$ cat config.mk
export PLATFORM = sky130hd
export DESIGN_NAME = alu_share_arbiter
export DESIGN_NICKNAME = d
export VERILOG_FILES = /design/src/rtl/alu_share_arbiter.sv
export SDC_FILE = /design/constraint.sdc
export NUM_CORES = 1
export LEC_CHECK = 0
export BUFFER_PORTS_ARGS = -buffer_cell sky130_fd_sc_hd__buf_4
export CAP_MARGIN = 40
export CORE_AREA = 2 2 109 111
export DETAILED_ROUTE_END_ITERATION = 8
export DIE_AREA = 0 0 111 113
export SLEW_MARGIN = 0
export SYNTH_ARGS = -nofsm -noshare
export SYNTH_HDL_FRONTEND = slang
export SYNTH_SLANG_ARGS = --single-unit
$ cat constraint.sdc
create_clock -name clk -period 1.4 [get_ports clk]
set_input_delay 0.07 -clock clk [delete_from_list [all_inputs] [get_ports clk]]
set_output_delay 0.07 -clock clk [all_outputs]
set_load 0.02 [all_outputs]
$ cat src/rtl/alu_share_arbiter.sv
// Round-robin arbiter sharing one combinational ALU between two requesters,
// with a single registered response slot and a locally derived zero flag.
module alu_share_arbiter #(
  parameter int XLEN = 32,
  parameter int OPW  = 5
) (
  input  logic            clk,
  input  logic            rst_n,
  input  logic            req0_valid,
  output logic            req0_ready,
  input  logic [OPW-1:0]  req0_op,
  input  logic [XLEN-1:0] req0_a,
  input  logic [XLEN-1:0] req0_b,
  input  logic            req1_valid,
  output logic            req1_ready,
  input  logic [OPW-1:0]  req1_op,
  input  logic [XLEN-1:0] req1_a,
  input  logic [XLEN-1:0] req1_b,
  output logic [OPW-1:0]  alu_op,
  output logic [XLEN-1:0] alu_a,
  output logic [XLEN-1:0] alu_b,
  input  logic [XLEN-1:0] alu_result,
  input  logic            flush,
  output logic            rsp_valid,
  input  logic            rsp_ready,
  output logic            rsp_id,
  output logic [XLEN-1:0] rsp_result,
  output logic            rsp_zero,
  output logic            rsp_err
);

  localparam logic [OPW-1:0] OP_MAX = OPW'(9);

  logic            last_grant;
  logic            gnt_valid;
  logic            gnt_id;
  logic            gnt_legal;
  logic [OPW-1:0]  gnt_op;
  logic [XLEN-1:0] gnt_a;
  logic [XLEN-1:0] gnt_b;
  logic            can_accept;
  logic            accept;
  logic [XLEN-1:0] cap_result;

  // Grant is suppressed during reset so readies and ALU inputs sit at idle.
  always_comb begin
    gnt_valid = rst_n && (req0_valid || req1_valid);
    if (req0_valid && req1_valid) gnt_id = ~last_grant;
    else                          gnt_id = !req0_valid;
    gnt_op    = gnt_id ? req1_op : req0_op;
    gnt_a     = gnt_id ? req1_a  : req0_a;
    gnt_b     = gnt_id ? req1_b  : req0_b;
    gnt_legal = (gnt_op <= OP_MAX);
  end

  assign can_accept = !rsp_valid || rsp_ready || flush;
  assign accept     = gnt_valid && can_accept;
  assign req0_ready = accept && !gnt_id;
  assign req1_ready = accept &&  gnt_id;

  // Illegal opcodes never reach the ALU; it sees a quiet ADD 0,0 instead.
  assign alu_op = (gnt_valid && gnt_legal) ? gnt_op : '0;
  assign alu_a  = (gnt_valid && gnt_legal) ? gnt_a  : '0;
  assign alu_b  = (gnt_valid && gnt_legal) ? gnt_b  : '0;

  assign cap_result = gnt_legal ? alu_result : '0;

  always_ff @(posedge clk or negedge rst_n) begin
    if (!rst_n) begin
      rsp_valid  <= 1'b0;
      rsp_id     <= 1'b0;
      rsp_result <= '0;
      rsp_zero   <= 1'b0;
      rsp_err    <= 1'b0;
      last_grant <= 1'b1;
    end else if (accept) begin
      rsp_valid  <= 1'b1;
      rsp_id     <= gnt_id;
      rsp_result <= cap_result;
      rsp_zero   <= (cap_result == '0);
      rsp_err    <= !gnt_legal;
      last_grant <= gnt_id;
    end else if (rsp_ready || flush) begin
      rsp_valid  <= 1'b0;
    end
  end

endmodule

Word level (Yosys, flattened, before mapping)
Index checks and enable logic that the tools add are counted.
{"block": "word_totals", "output_inout_bits": 107, "mem_bits_ro": 0, "regBits": 37, "word_cells": 34, "mem_count": 0, "latch_bits": 0, "ram_bits": 0}
{"block": "classes", "add_sub_neg": 0, "reduce_logical": 16, "multipliers": 0, "n_div": 0, "n_shift": 0, "n_lt_le_gt_ge": 1, "n_mux": 10, "bitwise": 1, "eq_ne": 0}
{"operator": "$mux 32", "n": 5}
{"operator": "$logic_not 32->1", "n": 1}
{"operator": "$mux 5", "n": 2}
{"operator": "$logic_and 1x1->1", "n": 6}
{"operator": "$le 5x4->1 const B", "n": 1}
{"operator": "$logic_not 1->1", "n": 4}
{"operator": "$logic_or 1x1->1", "n": 4}
{"operator": "$mux 1", "n": 3}
{"operator": "$reduce_bool 2->1", "n": 1}
{"operator": "$not 1->1", "n": 1}

Depth between registers and ports, before layout
{"block": "logic_depth", "ltp_word": 6, "mapped_depth": 7}

Worst setup path before layout
No wires, ideal clock.
{"block": "synth_timing", "path_type": "register -> output", "from": "register last_grant", "to": "output alu_a[10]", "t_arrival_ns": 1.569, "path_buffers": 2, "path_slack_ns": -0.239, "path_stages_with_launch": 7, "cell_sequence": "dfstp_2 > nand2b_4 > and2_0 > buf_2 > clkbuf_1 > nand2_1 > a21oi_1"}
{"block": "synth_between", "elab_chain_cells": 6, "word_cells_on_any_way": 7, "cone_classes": "order compare (1); mux (4); bitwise (1); reduce/logical (1)"}
{"item": "start, declared", "line": "34", "rtl": "logic last_grant;"}
{"item": "start signal, assigned", "line": "82", "rtl": "last_grant <= gnt_id;"}
{"item": "$not 1->1 (*)", "line": "48", "rtl": "if (req0_valid && req1_valid) gnt_id = ~last_grant;"}
{"item": "$mux 1 (*)", "line": "48"}
{"item": "$mux 5", "line": "50", "rtl": "gnt_op = gnt_id ? req1_op : req0_op;"}
{"item": "$le 5x4->1", "line": "53", "rtl": "gnt_legal = (gnt_op <= OP_MAX);"}
{"item": "$logic_and 1x1->1", "line": "63", "rtl": "assign alu_a = (gnt_valid && gnt_legal) ? gnt_a : '0;"}
{"item": "$mux 32 (*)", "line": "63"}
{"item": "end, declared", "line": "20", "rtl": "output logic [XLEN-1:0] alu_a,"}
Mark *: on every way between the ends. The rest lies on a longest branch, timed or not.

Worst setup path after layout
{"block": "layout_timing", "from": "register last_grant", "to": "output alu_a[8]"}
Same word-level chain as after synthesis.

==> results.toml <==
[outcome]
outcome = "finished, violations left"
violations = "negative setup slack"

[power_and_ir_drop]
p_sw_mw = 1.61
pwr-share-comb_pct = 46.4
sequentialPowerShare_pct = 26.8
power.density_nw_per_um2 = 732
p_leak_nw = 3.05
power_frac_clock_pct = 26.9
p_sw_share_pct = 34.2
p_int_mw = 3.10
ir_drop_mv = 0.646

[placed_design]
place_congestion = 0.837
numPortBuffers = 281
dp_hpwl_um = 10400
dp.cells = 833
dp_slack_ns = -0.304

[critical_path]
endpoint_kind = "output port"
crit_path_start_kind = "flip-flop"
cp_data_arrival_time_ns = 1.90
path_max_fanout = 12
cp.required_ns = 1.33
critical_path_class = "reg -> out"

[grt]
antenna_found_initial = 0
grt_first_pass_wirelength_um = 20900
grt_max_degree = 38
grt_overflow = 0
grtUsageTotal_pct = 20.4
grt_pass1_vias = 3990

[clock_tree]
cts.sink_count = 37
cts_buffer_depth = 2
h-tree-depth = 2
cts-root-buf = "clkbuf_16"
cts_buffers = 5
clk_pin_slew_ns = 0.06
cts_tree = "yes"
clkLatencyLatePin_ns = 0.28

[timing]
rsz0062_at_grt = "yes"
fin_crit_sh_pct = 141
hold_violations = 0
drv_slew = 0
finalSetupViolCount = 106
timing.final.crit_period_ns = 1.97
clock_skew_ns = 0.00774
fmax_mhz = 507
setup_slack_ns = -0.574

[yosys]
syn_inst = 405
ys_ff_latch = 37
syn_area_per_cell_um2 = 6.57
ys_types = 26
yosys_warnings = 0
syn_nets = 581
yosysSeqAreaShare_pct = 34.8
synth_area_um2 = 2660

[die]
num_io_pins = 283
die_h_um = 113
chipWidth_um = 111
initial_core_util_pct = 23.6
rows = 39
core_region_area_um2 = 11300
die-area_um2 = 12500

[routing]
firstDrtPassIters = 4
num_vias = 3954
vias_per_cell = 4.61
remaining_drc_errors = 0
avgRoutedWirePerCell_um = 16.1
drt.antenna.violating_nets = 0
drt-initial-drc-count = 149
routed_wl_um = 13800

[final_layout]
syn2layout_area_growth_pct = 142
layout.nets = 889
final_cells = 857
diodes = 0
fillCellCount = 1086
drive_above_1_share_pct = 63.9

[hold_path]
holdCritPathClass = "in -> reg"

[run]
maxCapViolations = 0
[synthesized netlist by cell type, drive strengths merged]
master,instances,share of area [%]
o21ai,34,6.4
dfrtp,36,34
a211oi,1,0.47
a21oi,69,16
buf,21,4.8
clkbuf,12,1.8
a21o,1,0.28
o21a,1,0.28
and2,1,0.24
nor4,8,1.9
nand2,203,29
mux2,2,0.85
o22ai,1,0.24
dfstp,1,0.99
nor2,8,1.1
conb,1,0.14
o21bai,1,0.42
nand4,2,0.47
and4b,1,0.38
nand2b,1,0.52
[per-layer routing]
metal / vias to the layer above / GRT usage, % / routed length [um]
li1: 1940 / - / -
met1: 1833 / 24.7 / 5510
met2: 162 / 36.8 / 7130
met3: 19 / 5.09 / 990
met4: 0 / 4.42 / 216
met5: - / 0 / 0
[what timing repair did]
item | CTS | global route
pin swaps | 2 | 7
endpoints found under the setup margin | 104 | 106
endpoints found under the hold margin | 36 | 0
cloned | 5 | 2
setup buffers | 12 | 0
hold buffers | 1 | 0
resized for setup | 90 | 51
[critical path, stage by stage (launching register included)]
cell and delay (ns):
dfstp_2 0.53, nand2b_4 0.13, and4b_2 0.26, o21bai_4 0.10
buf_12 0.17, buf_12 0.15, a21oi_2 0.14, buf_6 0.14
[final timing paths]
path,to,cells after the start,slack [ns],from
min in group asynchronous,rsp_result[22]$_DFFE_PN0P_,3,0.42,rst_n
worst max-delay path,alu_a[8],7,-0.57,last_grant$_DFFE_PN1P_
worst min-delay path,rsp_result[17]$_DFFE_PN0P_,3,0.04,alu_result[17]
max in group asynchronous,last_grant$_DFFE_PN1P_,3,0.63,rst_n
worst max register to register,rsp_err$_DFFE_PN0P_,10,-0.53,last_grant$_DFFE_PN1P_
worst min register to register,rsp_result[19]$_DFFE_PN0P_,2,0.48,rsp_result[19]$_DFFE_PN0P_
[cells in the final DEF, fill, tap and decap left out, types with 2 or more instances in the layout]
cell	count
a21oi_4	42
nor2_1	6
nand2_4	2
nand2_2	11
o21ai_2	25
nor2_4	2
nor4_1	8
buf_4	261
o21ai_1	8
nand4_1	2
buf_6	53
buf_12	15
nand2_1	190
clkbuf_16	6
dfrtp_1	36
mux2_2	2
a21oi_2	26
[flip-flops by register name, summed over array words and instances, names as in the netlist]
register,cells
last_grant,1
rsp_err,1
rsp_id,1
rsp_result,32
rsp_valid,1
rsp_zero,1
[metrics by stage]
stage	TNS [ns]	utilization [%]	total power [mW]	hold slack, ns	area [um^2]
finish	-52.77	57.2	4.72	0.0352	6440
global placement	-18.46	50.0	3.14	0.170	5640
CTS	-53.69	55.7	4.69	0.0328	6280
global route	-60.93	57.2	4.97	0.0385	6440
floorplan	-7.05	-	2.17	-0.226	3100
detailed placement	-23.61	50.0	3.17	0.177	5640
[power groups by stage]
stage | combinational (mW) | sequential [mW] | clock [mW]
after global placement | 1.87 | 1.27 | 0
after floorplan | 0.759 | 1.41 | 0
final | 2.19 | 1.26 | 1.27
after detailed placement | 1.89 | 1.28 | 0
after global routing | 2.34 | 1.28 | 1.35
after CTS | 2.14 | 1.26 | 1.29
[layout make-up]
class | count | area [um^2] | share of cell area, %
clock inverters | 2 | 38.8 | 0.602
clock buffers | 6 | 129 | 2.00
multi-input cells | 335 | 2200 | 34.2
repair buffers | 334 | 2970 | 46.0
flip-flops and latches | 37 | 927 | 14.4
well taps | 143 | 179 | 2.78
[kinds of logic after synthesis]
group | share of synthesized area, %
and+or+nand+nor | 33.2
AOI/OAI and AO/OA | 24.3
DFF | 34.8
buffers and inverters | 6.63
muxes | 0.846
other | 0.141
Note: power is estimated with default switching activity, not from simulation.
